### config.mk
export PLATFORM = sky130hd
export DESIGN_NAME = uart_host_ctrl
export DESIGN_NICKNAME = d
export VERILOG_FILES = /design/src/rtl/uart_host_ctrl.sv
export SDC_FILE = /design/constraint.sdc
export NUM_CORES = 1
export LEC_CHECK = 0
export ABC_AREA = 1
export ABC_CLOCK_PERIOD_IN_PS = 7300
export CORE_MARGIN = 1
export CORE_UTILIZATION = 30
export DETAILED_ROUTE_END_ITERATION = 16
export GPL_TIMING_DRIVEN = 0
export MAX_ROUTING_LAYER = met4
export PLACE_DENSITY_LB_ADDON = 0.15
export SYNTH_ARGS = -nofsm -noshare
export SYNTH_HDL_FRONTEND = slang
export SYNTH_SLANG_ARGS = --single-unit
### constraint.sdc
create_clock -name clk16x -period 7.3 [get_ports clk16x]
set_clock_uncertainty 0.15 [all_clocks]
set_input_delay 1.095 -clock clk16x [delete_from_list [all_inputs] [get_ports clk16x]]
set_output_delay 1.095 -clock clk16x [all_outputs]
set_load 0.01 [all_outputs]
### src/rtl/uart_host_ctrl.sv
// uart_host_ctrl: CPU-side initiator of the UART character interface.
// Buffers TX/RX bytes in small FIFOs and drives the UART wrn/rdn strobes on clk16x.

module uart_host_ctrl_fifo #(
  parameter int unsigned W  = 8,
  parameter int unsigned AW = 3
) (
  input  logic         clk16x,
  input  logic         clr,
  input  logic         push,
  input  logic [W-1:0] wdata,
  input  logic         pop,
  output logic [W-1:0] rdata,
  output logic         full,
  output logic         empty
);
  localparam int unsigned DEPTH = 2 ** AW;

  logic [W-1:0] mem [DEPTH];
  logic [AW:0]  wptr;
  logic [AW:0]  rptr;
  logic         do_push;
  logic         do_pop;

  // Extra pointer bit separates full from empty when the indices match.
  assign empty   = (wptr == rptr);
  assign full    = (wptr[AW] != rptr[AW]) && (wptr[AW-1:0] == rptr[AW-1:0]);
  assign rdata   = mem[rptr[AW-1:0]];
  assign do_push = push && !full;
  assign do_pop  = pop && !empty;

  always_ff @(posedge clk16x) begin
    if (clr) begin
      wptr <= '0;
      rptr <= '0;
      mem  <= '{default: '0};
    end else begin
      if (do_push) begin
        mem[wptr[AW-1:0]] <= wdata;
        wptr              <= wptr + (AW+1)'(1);
      end
      if (do_pop) begin
        rptr <= rptr + (AW+1)'(1);
      end
    end
  end
endmodule

module uart_host_ctrl #(
  parameter int unsigned AW  = 3,
  parameter int unsigned STB = 2,
  parameter int unsigned TMO = 64
) (
  input  logic          clk16x,
  input  logic          clr,
  input  logic          tx_valid,
  input  logic [7:0]    tx_data,
  output logic          tx_ready,
  output logic          rx_valid,
  output logic [7:0]    rx_data,
  output logic          rx_perr,
  output logic          rx_ferr,
  input  logic          rx_ready,
  output logic          wrn,
  output logic [7:0]    d_in,
  input  logic          t_empty,
  output logic          rdn,
  input  logic [7:0]    d_out,
  input  logic          r_ready,
  input  logic          parity_error,
  input  logic          frame_error,
  output logic [AW:0]   tx_level,
  output logic          tmo_err
);
  localparam logic [3:0] STB_LAST = 4'(STB - 1);
  localparam logic [7:0] TMO_LAST = 8'(TMO - 1);

  typedef enum logic [1:0] {T_IDLE, T_STB, T_ACK} tx_state_t;
  typedef enum logic [1:0] {R_IDLE, R_STB, R_ACK} rx_state_t;

  typedef struct packed {
    logic       ferr;
    logic       perr;
    logic [7:0] data;
  } rx_entry_t;

  logic       tx_full;
  logic       tx_empty;
  logic       tx_push;
  logic       tx_pop;
  logic [7:0] tx_head;
  logic       rx_full;
  logic       rx_empty;
  logic       rx_push;
  logic       rx_pop;
  rx_entry_t  rx_wdata;
  rx_entry_t  rx_head;

  assign tx_ready = !tx_full;
  assign tx_push  = tx_valid && tx_ready;
  assign rx_valid = !rx_empty;
  assign rx_pop   = rx_valid && rx_ready;
  assign rx_data  = rx_head.data;
  assign rx_perr  = rx_head.perr;
  assign rx_ferr  = rx_head.ferr;
  assign rx_wdata = '{ferr: frame_error, perr: parity_error, data: d_out};

  uart_host_ctrl_fifo #(.W(8), .AW(AW)) u_tx_fifo (
    .clk16x (clk16x),
    .clr    (clr),
    .push   (tx_push),
    .wdata  (tx_data),
    .pop    (tx_pop),
    .rdata  (tx_head),
    .full   (tx_full),
    .empty  (tx_empty)
  );

  uart_host_ctrl_fifo #(.W($bits(rx_entry_t)), .AW(AW)) u_rx_fifo (
    .clk16x (clk16x),
    .clr    (clr),
    .push   (rx_push),
    .wdata  (rx_wdata),
    .pop    (rx_pop),
    .rdata  (rx_head),
    .full   (rx_full),
    .empty  (rx_empty)
  );

  // TX FSM: load head into d_in, pulse wrn, wait for the UART to go busy.
  tx_state_t  tx_state;
  tx_state_t  tx_state_nx;
  logic [3:0] tx_stb;
  logic [3:0] tx_stb_nx;
  logic [7:0] tx_tmo;
  logic [7:0] tx_tmo_nx;
  logic       wrn_nx;
  logic [7:0] d_in_nx;
  logic       tx_timeout;

  always_ff @(posedge clk16x) begin
    if (clr) begin
      tx_state <= T_IDLE;
      tx_stb   <= '0;
      tx_tmo   <= '0;
      wrn      <= 1'b1;
      d_in     <= '0;
    end else begin
      tx_state <= tx_state_nx;
      tx_stb   <= tx_stb_nx;
      tx_tmo   <= tx_tmo_nx;
      wrn      <= wrn_nx;
      d_in     <= d_in_nx;
    end
  end

  always_comb begin
    tx_state_nx = tx_state;
    tx_stb_nx   = tx_stb;
    tx_tmo_nx   = tx_tmo;
    wrn_nx      = wrn;
    d_in_nx     = d_in;
    tx_pop      = 1'b0;
    tx_timeout  = 1'b0;
    case (tx_state)
      T_IDLE: begin
        if (!tx_empty && t_empty) begin
          tx_pop      = 1'b1;
          d_in_nx     = tx_head;
          wrn_nx      = 1'b0;
          tx_stb_nx   = '0;
          tx_state_nx = T_STB;
        end
      end
      T_STB: begin
        if (tx_stb == STB_LAST) begin
          wrn_nx      = 1'b1;
          tx_tmo_nx   = '0;
          tx_state_nx = T_ACK;
        end else begin
          tx_stb_nx = tx_stb + 4'd1;
        end
      end
      T_ACK: begin
        if (!t_empty) begin
          tx_state_nx = T_IDLE;
        end else if (tx_tmo >= TMO_LAST) begin
          tx_timeout  = 1'b1;
          tx_state_nx = T_IDLE;
        end else if (tx_tmo != 8'hFF) begin
          tx_tmo_nx = tx_tmo + 8'd1;
        end
      end
      default: tx_state_nx = T_IDLE;
    endcase
  end

  // RX FSM: pulse rdn, capture byte and flags on the last strobe cycle.
  rx_state_t  rx_state;
  rx_state_t  rx_state_nx;
  logic [3:0] rx_stb;
  logic [3:0] rx_stb_nx;
  logic [7:0] rx_tmo;
  logic [7:0] rx_tmo_nx;
  logic       rdn_nx;
  logic       rx_timeout;

  always_ff @(posedge clk16x) begin
    if (clr) begin
      rx_state <= R_IDLE;
      rx_stb   <= '0;
      rx_tmo   <= '0;
      rdn      <= 1'b1;
    end else begin
      rx_state <= rx_state_nx;
      rx_stb   <= rx_stb_nx;
      rx_tmo   <= rx_tmo_nx;
      rdn      <= rdn_nx;
    end
  end

  always_comb begin
    rx_state_nx = rx_state;
    rx_stb_nx   = rx_stb;
    rx_tmo_nx   = rx_tmo;
    rdn_nx      = rdn;
    rx_push     = 1'b0;
    rx_timeout  = 1'b0;
    case (rx_state)
      R_IDLE: begin
        if (r_ready && !rx_full) begin
          rdn_nx      = 1'b0;
          rx_stb_nx   = '0;
          rx_state_nx = R_STB;
        end
      end
      R_STB: begin
        if (rx_stb == STB_LAST) begin
          rx_push     = 1'b1;
          rdn_nx      = 1'b1;
          rx_tmo_nx   = '0;
          rx_state_nx = R_ACK;
        end else begin
          rx_stb_nx = rx_stb + 4'd1;
        end
      end
      R_ACK: begin
        if (!r_ready) begin
          rx_state_nx = R_IDLE;
        end else if (rx_tmo >= TMO_LAST) begin
          rx_timeout  = 1'b1;
          rx_state_nx = R_IDLE;
        end else if (rx_tmo != 8'hFF) begin
          rx_tmo_nx = rx_tmo + 8'd1;
        end
      end
      default: rx_state_nx = R_IDLE;
    endcase
  end

  // Occupancy tracks user pushes against FSM pops.
  always_ff @(posedge clk16x) begin
    if (clr) begin
      tx_level <= '0;
    end else begin
      case ({tx_push, tx_pop})
        2'b10:   tx_level <= tx_level + (AW+1)'(1);
        2'b01:   tx_level <= tx_level - (AW+1)'(1);
        default: tx_level <= tx_level;
      endcase
    end
  end

  always_ff @(posedge clk16x) begin
    if (clr) begin
      tmo_err <= 1'b0;
    end else if (tx_timeout || rx_timeout) begin
      tmo_err <= 1'b1;
    end
  end
endmodule
==> Word-level counts from Yosys, hierarchy flattened <==
Index checks and enable logic that the tools add are counted.
{ "classes": {"addsub": 10, "n_lt_le_gt_ge": 8, "n_eq_ne": 30, "mux": 55, "bitwise_logic": 4, "reduce_logical": 33} }
{ "ops": {"columns": ["op", "n"], "rows": [
  ["two-way mux 8 bit", 11],
  ["bitwise mux 80 bit", 1],
  ["bitwise mux 64 bit", 1],
  ["case mux 8 bit (2 select lines)", 2],
  ["binary-select mux 10 bit (select 3 bit)", 1],
  ["demux 10 bit (select 3 bit)", 1],
  ["two-way mux 10 bit", 3],
  ["adder 4 x 1 -> 4 bit, second input constant", 7],
  ["binary-select mux 8 bit (select 3 bit)", 1],
  ["demux 8 bit (select 3 bit)", 1],
  ["inequality test 2 bit, second input constant", 12],
  ["case mux 4 bit (2 select lines)", 3],
  ["AND reduction 3 bit", 6],
  ["adder 8 x 1 -> 8 bit, second input constant", 2],
  [">= comparator 4 bit, second input constant", 4],
  [">= comparator 8 x 6 -> 1 bit, second input constant", 2],
  ["two-way mux 2 bit", 8],
  ["two-way mux 4 bit", 4],
  ["inequality test 8 bit, second input constant", 2],
  ["inverter 3 -> 4 bit", 4],
  ["two-way mux 1 bit", 14],
  ["logical AND 1 bit", 12],
  ["case mux 2 bit (3 select lines)", 2],
  ["AND reduction 5 bit", 2],
  ["15 further kinds", 34]
]} }
{ "totals": {"register_bits": 203, "out_inout_bits": 27, "elab_cells": 171} }

==> Logic depth before layout (Yosys ltp) <==
Gate-level depths: netlist (run 1).
{ "depth": {"ltp_word": 7, "ltp_mapped": 16, "depth_no_buf": 14} }

==> Hierarchy <==
From an unflattened synthesis (run 1), not the netlist that was laid out.
{ "hier_totals": {"hier_cells": 1771, "hier_area_um2": 11576.1} }
{ "modules_own_cells": {"columns": ["module", "instances", "cells_per_inst", "area_each_um2", "seq_area_each_um2"], "rows": [
  ["uart_host_ctrl_fifo (u_rx_fifo)", 1, 820, 5227.5, 1761.7],
  ["uart_host_ctrl_fifo (u_tx_fifo)", 1, 665, 4290.4, 1441.4],
  ["uart_host_ctrl", 1, 286, 2058.2, 860.8]
]} }

==> Least setup slack after synthesis (run 1) <==
Ideal clock, no wire load.
{ "synth_timing": {"path_kind": "input-to-reg", "from": "in tx_valid", "to": "reg tx_level[2]", "arrival_ps": 2470, "t_required_ps": 7033, "slack_ps": 4563, "cell_stages": 9, "n_path_buf": 1, "path_cell_list": "buf_4 > nand2_1 > ha_1 > xor2_1 > ha_1 > a21oi_1 > nor2_1 > o221ai_1 > inv_1"} }
{ "synth_between": {"elab_chain_len": 3, "word_cells_on_any_way": 5} }
{ "synth_rtl": {"columns": ["element", "line", "text"], "rows": [
  ["start, declared", "56", "input logic tx_valid,"],
  ["logical AND 1 bit (*)", "100", "assign tx_push = tx_valid && tx_ready;"],
  ["equality test 2 x 1 -> 1 bit / equality test 2 bit (equally long branches)", "266", "case ({tx_push, tx_pop})"],
  ["case mux 4 bit (2 select lines) / nonzero test 2 bit (equally long branches)", null, null],
  ["end signal, assigned", "267", "2'b10: tx_level <= tx_level + (AW+1)'(1);"],
  ["end signal, assigned", "268", "2'b01: tx_level <= tx_level - (AW+1)'(1);"],
  ["end signal, assigned", "269", "default: tx_level <= tx_level;"],
  ["end, declared", "72", "output logic [AW:0] tx_level,"]
]} }
Mark *: on every way between the ends. The rest lies on a longest branch, timed or not.
A chain may end at the register's enable or synchronous reset.

==> Worst setup path in the final report (run 1) <==
{ "layout_timing": {"from": "reg u_rx_fifo.rptr[0]", "to": "out rx_data[0]"} }
{ "layout_between": {"elab_chain_len": 4} }
{ "layout_rtl": {"columns": ["element", "line", "text"], "rows": [
  ["start, declared", "21", "logic [AW:0] rptr;"],
  ["start signal, assigned", "43", "rptr <= rptr + (AW+1)'(1);"],
  ["inverter 3 -> 4 bit (not written as such)", "28", "assign rdata = mem[rptr[AW-1:0]];"],
  ["binary-select mux 10 bit (select 3 bit)", "28", null],
  ["two-way mux 10 bit (not written as such) (2 in series)", "28", null],
  ["end, declared", "60", "output logic [7:0] rx_data,"]
]} }
Every way passes these cells. The select of a mux whose other input is x is not followed.

==> results of run 1 <==
## final cells by class
cell class,count,area (um^2),area share
Multi-Input combinational cell,1055,4940,0.422
Inverter,121,457,0.0390
Buffer,99,517,0.0441
Clock buffer,38,776,0.0663
Sequential cell,203,4060,0.347
Tap cell,442,553,0.0472
Clock inverter,9,87.6,0.00748
Timing Repair Buffer,31,310,0.0265
## cell usage after synthesis (4+ instances only)
cell type and n:
nand2_8 8, a31oi_1 10, xnor2_1 7, buf_6 6, dfxtp_1 203, nand3_4 6
ha_1 13, buf_2 33, nand3_1 116, clkbuf_1 47, inv_1 116, buf_4 6
xor2_1 9, nand2_1 322, o22ai_1 10, nand2_2 4, o21ai_0 104, a21oi_1 146
nor2_1 282
## sequential cells by signal, indices dropped and copies added (netlist names)
register / flops
u_rx_fifo.mem: 80
d_in: 8
u_rx_fifo.rptr: 4
rdn: 1
u_tx_fifo.rptr: 4
u_rx_fifo.wptr: 4
wrn: 1
u_tx_fifo.wptr: 4
u_tx_fifo.mem: 64
tmo_err: 1
tx_level: 4
tx_tmo: 8
rx_tmo: 8
rx_stb: 4
tx_state: 2
tx_stb: 4
rx_state: 2
## tightest hold or removal path, stage by stage (launching register included)
cell     delay (ns)
dfxtp_1        0.31
nand2_1        0.06
nor2_1         0.04
## per-stage QoR
stage | utilization | std cells | total power, mW
finish | 0.359 | 1998 | 3.16
global route | 0.359 | 1998 | 3.32
CTS | 0.359 | 1998 | 3.19
detailed placement | 0.332 | 1951 | 1.90
global placement | 0.332 | 1951 | 1.90
floorplan | - | 1478 | 1.64
## layout by cell type (no fill, tap or decap), types with 4 or more instances in the layout
master / n
clkinv_2: 5
o22ai_1: 10
buf_6: 6
buf_2: 33
a31oi_1: 10
clkbuf_16: 26
nand3_4: 6
xnor2_1: 7
o21ai_0: 104
clkbuf_8: 8
xor2_1: 9
nor2_1: 282
nand3_1: 116
clkdlybuf4s50_1: 31
nand2_8: 8
inv_1: 116
buf_4: 6
dfxtp_1: 203
clkbuf_1: 51
nand2_1: 322
a21oi_1: 146
ha_1: 13
nand2_2: 4
## cells by family (layout without fill, tap and decap cells)
logic type	Yosys count	in the layout	synth area share
XOR/XNOR	16	16	0.0140
buffers and inverters	220	298	0.0975
adder cells (fa/ha/maj)	13	13	0.0163
AND/OR/NAND/NOR	750	750	0.323
flip-flops	203	203	0.407
AO/OA/AOI/OAI	276	276	0.142
## worst max-delay path by stage
| stage | end | slack, ns | startpoint | depth (start not counted) |
|---|---|---|---|---|
| finish | rx_data[0] | 3.21 | u_rx_fifo.rptr[0]$_SDFFE_PP0P_ | 8 |
| CTS | rx_data[0] | 3.21 | u_rx_fifo.rptr[0]$_SDFFE_PP0P_ | 8 |
| global placement | tx_level[2]$_SDFFE_PP0P_ | 3.78 | t_empty | 14 |
| global route | rx_data[0] | 3.02 | u_rx_fifo.rptr[0]$_SDFFE_PP0P_ | 8 |
| detailed placement | tx_level[2]$_SDFFE_PP0P_ | 3.74 | t_empty | 14 |
| floorplan | tx_level[2]$_SDFFE_PP0P_ | 4.56 | tx_valid | 9 |
## power by group through the flow
stage	clock, mW	sequential (mW)	combinational, mW
2_1_floorplan	0	1.23	0.413
3_3_place_gp	0	1.23	0.676
3_5_place_dp	0	1.23	0.676
4_1_cts	1.31	1.20	0.679
5_1_grt	1.36	1.21	0.755
6_report	1.28	1.20	0.674
## routing by layer
layer,vias to the layer above,routed length (um),GRT usage
met5,-,0,-
met4,0,430,0.0377
met3,29,1730,0.0292
met2,202,13900,0.294
met1,4344,15400,0.273
li1,4840,-,-
==> flow_summary.yaml, run 1 <==
status:
  status: "complete, no violations"
critical_path:
  cp_slowest_cell: "clkdlybuf4s50_1"
  reg2regPathDepth: 15
  r2r-end: "tx_level[2]$_SDFFE_PP0P_"
  cp.arrival_ns: 2.84
  crit_chain: "buf_2 -> inv_1 -> clkbuf_1 -> nor2_1 -> o22ai_1 -> nor2_1 -> a31oi_1 -> clkdlybuf4s50_1"
  critPathKind: "reg2out"
  cp.required_ns: 6.05
  r2r_start: "u_tx_fifo.rptr[0]$_SDFFE_PP0P_"
  endpoint_kind: "output port"
  worstPathMaxFanout: 10
  cpLargestDelayFamily: "buffers and inverters"
  r2r_setup_slack_ns: 4.63
  path_buf_inv: 4
  slowest_delay_ns: 0.60
  critPathLaunchType: "flip-flop"
  critPathMostFrequentCell: "nor2_1"
power:
  p_per_area_mw_per_mm2: 270
  comb_power_share: 0.213
  ir_drop_uv: 142
  p_int_mw: 2.16
  p_sw_uw: 996
  p_clk_frac: 0.406
  p_sw_frac: 0.315
  seqPwrFrac: 0.381
  leakagePower_nw: 4.82
detailed_routing:
  post_drt_wl_per_cell_um: 15.8
  drtIter0Drc: 652
  drcViolationCount: 0
  drtAntennaViolNets: 0
  vias_per_cell: 4.71
  first_pass_iters: 5
  routed_wl_mm: 31.5
  vias: 9415
clock_network:
  postCtsSetupRepairBufs: 0
  ctsResizeCount: 0
  numCtsBuffers: 26
  cts_hold_buf: 0
  cts_sinks: 203
  clk_latency_ns: 0.53
  cts_buffer_depth: 3
  cts_tree: "yes"
  htreeDepth: 1
  cts-root-buf: "clkbuf_16"
  path_clk_slew_ns: 0.06
sta:
  fin_crit_ns: 4.09
  setup_viol: 0
  max_slew_margin: 0.471
  tns_ns: 0
  slew_violations: 0
  worstMarginPinSlew_ns: 0.794
  setup_ws_ns: 3.21
  period_share: 0.560
  rsz0062_at_grt: "false"
  worst_hold_slack_ns: 0.292
  fmax_mhz: 245
  hold_viol_final: 0
synthesis:
  syn_inst: 1478
  seq_area_frac_synth: 0.407
  synth_edf_count: 0
  yosys.area.top_type: "dfxtp_1"
  synth_cell_types: 36
  synth_area_leaders: "dfxtp_1 (41%), nand2_1 (12%), nor2_1 (11%)"
  synthArstFlopShare: 0
  yosys.area.top_type_share: 0.407
  yosysWarnings: 0
  syn_area_mm2: 0.00998
  syn_area_per_cell_um2: 6.75
  syn-num-nets: 1515
  synth-seq-cells: 203
  synth_ff_type: "dfxtp_1"
placement:
  placed_cell_area_mm2: 0.0108
  gp_congestion: 0.924
  preCtsSetupSlack_ns: 3.74
  io_buffers: 31
  dp_hpwl_mm: 21.9
min_path:
  hold_path.class: "reg2reg"
  holdPathStages: 2
  hp-start: "rx_tmo[7]$_SDFFE_PP0P_"
  min_to: "rx_tmo[7]$_SDFFE_PP0P_"
final_layout:
  antenna_cells: 0
  syn2layout_area_growth_pct: 17.3
  fin_nets: 1574
  fill_cells: 3547
  drive_gt1_frac: 0.0771
  post-route-cell-area_mm2: 0.0117
floorplan:
  core_area_mm2: 0.0326
  rows: 66
  die_area_mm2: 0.0340
  die_x_um: 184
  die_h_um: 184
  start_util: 0.306
  pin_count: 51
grt:
  grt.overflow.total: 0
  antenna_found_initial: 0
  grt_pass1_vias: 8709
  grt_pass1_wl_mm: 50.0
  grt_max_degree: 14
  grtUsageTotal: 0.194
flow_run:
  cap_viol_max_count: 0
(Power assumes the default switching activity.)
==> inputs of run 2 (changes only) <==
--- a/config.mk
+++ b/config.mk
@@ -6,7 +6,7 @@
 export NUM_CORES = 1
 export LEC_CHECK = 0
 export ABC_AREA = 1
-export ABC_CLOCK_PERIOD_IN_PS = 7300
+export ABC_CLOCK_PERIOD_IN_PS = 4000
 export CORE_MARGIN = 1
 export CORE_UTILIZATION = 30
 export DETAILED_ROUTE_END_ITERATION = 16
==> constraint.sdc (replaced) <==
create_clock -name clk16x -period 4 [get_ports clk16x]
set_clock_uncertainty 0.15 [all_clocks]
set_input_delay 0.6 -clock clk16x [delete_from_list [all_inputs] [get_ports clk16x]]
set_output_delay 0.6 -clock clk16x [all_outputs]
set_load 0.01 [all_outputs]
==> results of run 2 <==
The final DEF is identical to that of run 1. Status: complete, no violations.
Among the figures that moved: setup slack after placement 3.74 ns -> 0.939 ns; setup slack after layout 3.21 ns -> 0.406 ns; register-to-register setup slack 4.63 ns -> 1.33 ns; total power 3.16 mW -> 5.77 mW; worst IR drop on VDD 142 uV -> 260 uV
==> inputs of run 3 (changes only) <==
--- a/config.mk
+++ b/config.mk
@@ -6,11 +6,10 @@
 export NUM_CORES = 1
 export LEC_CHECK = 0
 export ABC_AREA = 1
-export ABC_CLOCK_PERIOD_IN_PS = 4000
+export ABC_CLOCK_PERIOD_IN_PS = 4600
 export CORE_MARGIN = 1
 export CORE_UTILIZATION = 30
 export DETAILED_ROUTE_END_ITERATION = 16
-export GPL_TIMING_DRIVEN = 0
 export MAX_ROUTING_LAYER = met4
 export PLACE_DENSITY_LB_ADDON = 0.15
 export SYNTH_ARGS = -nofsm -noshare
==> constraint.sdc (replaced) <==
create_clock -name clk16x -period 4.6 [get_ports clk16x]
set_clock_uncertainty 0.15 [all_clocks]
set_input_delay 0.69 -clock clk16x [delete_from_list [all_inputs] [get_ports clk16x]]
set_output_delay 0.69 -clock clk16x [all_outputs]
set_load 0.01 [all_outputs]
==> run 3 against run 2 <==
  * Core utilization fell by 0.82 points
  * Worst setup slack gained 0.68 ns
  * Routed wire length decreased by 12%
  * Critical endpoint unchanged
==> flow_summary.yaml, run 3 (synthesized netlist as in run 1, its figures left out) <==
sta:
  hold_viol_final: 0
  fmax_mhz: 284
  setup_ws_ns: 1.08
  setup_viol: 0
  fin_crit_ns: 3.52
  tns_ns: 0
  rsz0062_at_grt: "false"
  slew_violations: 0
  period_share: 0.764
  worstMarginPinSlew_ns: 1.01
  max_slew_margin: 0.324
grt:
  grtUsageTotal: 0.171
  grtUsageMet1: 0.237
  grt.overflow.total: 0
  grt-busiest-layer: "met2"
  use_met3: 0.0213
  grt_pass1_vias: 8481
  antenna_found_initial: 0
  grt_use_met2: 0.261
  grt_pass1_wl_mm: 45.4
  grt_max_degree: 81
final_layout:
  fin_nets: 1513
  final_common_cell: "nand2_1"
  max_flop_register: "u_rx_fifo.mem"
  syn2layout_area_growth_pct: 14.6
  layout_common_cells: "nand2_1 (322), nor2_1 (282), dfxtp_1 (203)"
  instances_no_fill: 1935
  largest_register_ffs: 80
  antenna_cells: 0
  reg_top3: "u_rx_fifo.mem x80, u_tx_fifo.mem x64"
  drive_gt1_frac: 0.0556
clock_network:
  cts_tree: "yes"
  path_clk_slew_ns: 0.06
  clk_latency_ns: 0.53
  postCtsSetupRepairBufs: 0
  cts_buffer_depth: 3
  numCtsBuffers: 26
  htreeDepth: 1
  cts-root-buf: "clkbuf_16"
  cts_sinks: 203
  cts_hold_buf: 0
  ctsResizeCount: 0
power:
  p_sw_frac: 0.313
  p_per_area_mw_per_mm2: 417
  ir_drop_uv: 240
  seqPwrFrac: 0.401
  p_clk_frac: 0.390
  p_sw_mw: 1.49
  comb_power_share: 0.210
  leakagePower_nw: 4.65
  p_int_mw: 3.27
critical_path:
  critPathLaunchType: "flip-flop"
  endpoint_kind: "output port"
  path_buf_inv: 2
  cpLargestDelayFamily: "buffers and inverters"
  r2r_start: "u_tx_fifo.rptr[2]$_SDFFE_PP0P_"
  cp.required_ns: 3.76
  worstPathMaxFanout: 28
  cp_slowest_cell: "clkdlybuf4s50_1"
  critPathKind: "reg2out"
  slowest_delay_ns: 0.59
  reg2regPathDepth: 11
  crit_chain: "inv_1 -> o21ai_0 -> o22ai_1 -> nor2_1 -> a31oi_1 -> clkdlybuf4s50_1"
  r2r_setup_slack_ns: 1.49
  cp.arrival_ns: 2.68
  r2r-end: "tx_level[2]$_SDFFE_PP0P_"
floorplan:
  rows: 66
  core_area_mm2: 0.0326
  pin_count: 51
  die_x_um: 184
  die_area_mm2: 0.0340
  start_util: 0.306
  die_h_um: 184
detailed_routing:
  vias: 9051
  post_drt_wl_per_cell_um: 14.3
  drtAntennaViolNets: 0
  drcViolationCount: 0
  vias_per_cell: 4.68
  first_pass_iters: 5
  drtIter0Drc: 524
  routed_wl_mm: 27.6
placement:
  preCtsSetupSlack_ns: 1.34
  io_buffers: 50
  dp_hpwl_mm: 16.9
  gp_congestion: 0.760
  dp_cells: 1890
status:
  status: "complete, no violations"
min_path:
  hp-start: "rx_tmo[6]$_SDFFE_PP0P_"
  hold_path.class: "reg2reg"
  min_to: "rx_tmo[6]$_SDFFE_PP0P_"
  holdPathStages: 2
flow_run:
  cap_viol_max_count: 0
-- run 3: layout make-up --
type                       instances  area [um^2]
clock buffer                      37          712
clock inverter                     8         55.1
fill                            3512        21200
inverter                         121          458
multi-input combinational       1055         4940
sequential                       203         4060
tap                              442          553
timing repair buffer              69          653
-- run 3: worst max-delay path by stage --
| stage | depth (start not counted) | slack, ns | startpoint | endpoint |
|---|---|---|---|---|
| finish | 6 | 1.08 | u_rx_fifo.rptr[0]$_SDFFE_PP0P_ | rx_data[0] |
| global route | 6 | 0.82 | u_rx_fifo.rptr[0]$_SDFFE_PP0P_ | rx_perr |
| CTS | 6 | 1.03 | u_rx_fifo.rptr[0]$_SDFFE_PP0P_ | rx_perr |
| detailed placement | 14 | 1.34 | t_empty | tx_level[2]$_SDFFE_PP0P_ |
| global placement | 14 | 1.38 | t_empty | tx_level[2]$_SDFFE_PP0P_ |
| floorplan | 15 | 2.23 | u_tx_fifo.rptr[0]$_SDFFE_PP0P_ | tx_level[2]$_SDFFE_PP0P_ |
-- run 3: routing by layer --
metal  routed length [um]  part of all wire
met5                    0                 0
met4                  370             0.013
met3                  916             0.033
met2                12200              0.44
met1                14100              0.51
-- run 3: tightest hold or removal path, cell delays in order (launching register included) --
cell and delay [ns]:
dfxtp_1 0.31, nand2_1 0.06, nor2_1 0.03
-- run 3: stage by stage --
| step | area (um^2) | util | hold slack [ns] | power [mW] |
|---|---|---|---|---|
| 2_1_floorplan | 9980 | - | 0.269 | 2.60 |
| 3_3_place_gp | 10700 | 0.327 | 0.278 | 2.95 |
| 5_1_grt | 11400 | 0.351 | 0.317 | 5.06 |
| 6_report | 11400 | 0.351 | 0.297 | 4.77 |
| 4_1_cts | 11400 | 0.351 | 0.296 | 4.85 |
| 3_5_place_dp | 10700 | 0.327 | 0.285 | 2.95 |
-- run 3: power groups by stage --
stage	Combinational [mW]	Clock, mW	Sequential, mW
after floorplan	0.655	0	1.95
after detailed placement	1.01	0	1.95
after CTS	1.01	1.93	1.91
final	0.999	1.86	1.91
after global placement	1.01	0	1.95
after global routing	1.14	2.00	1.92
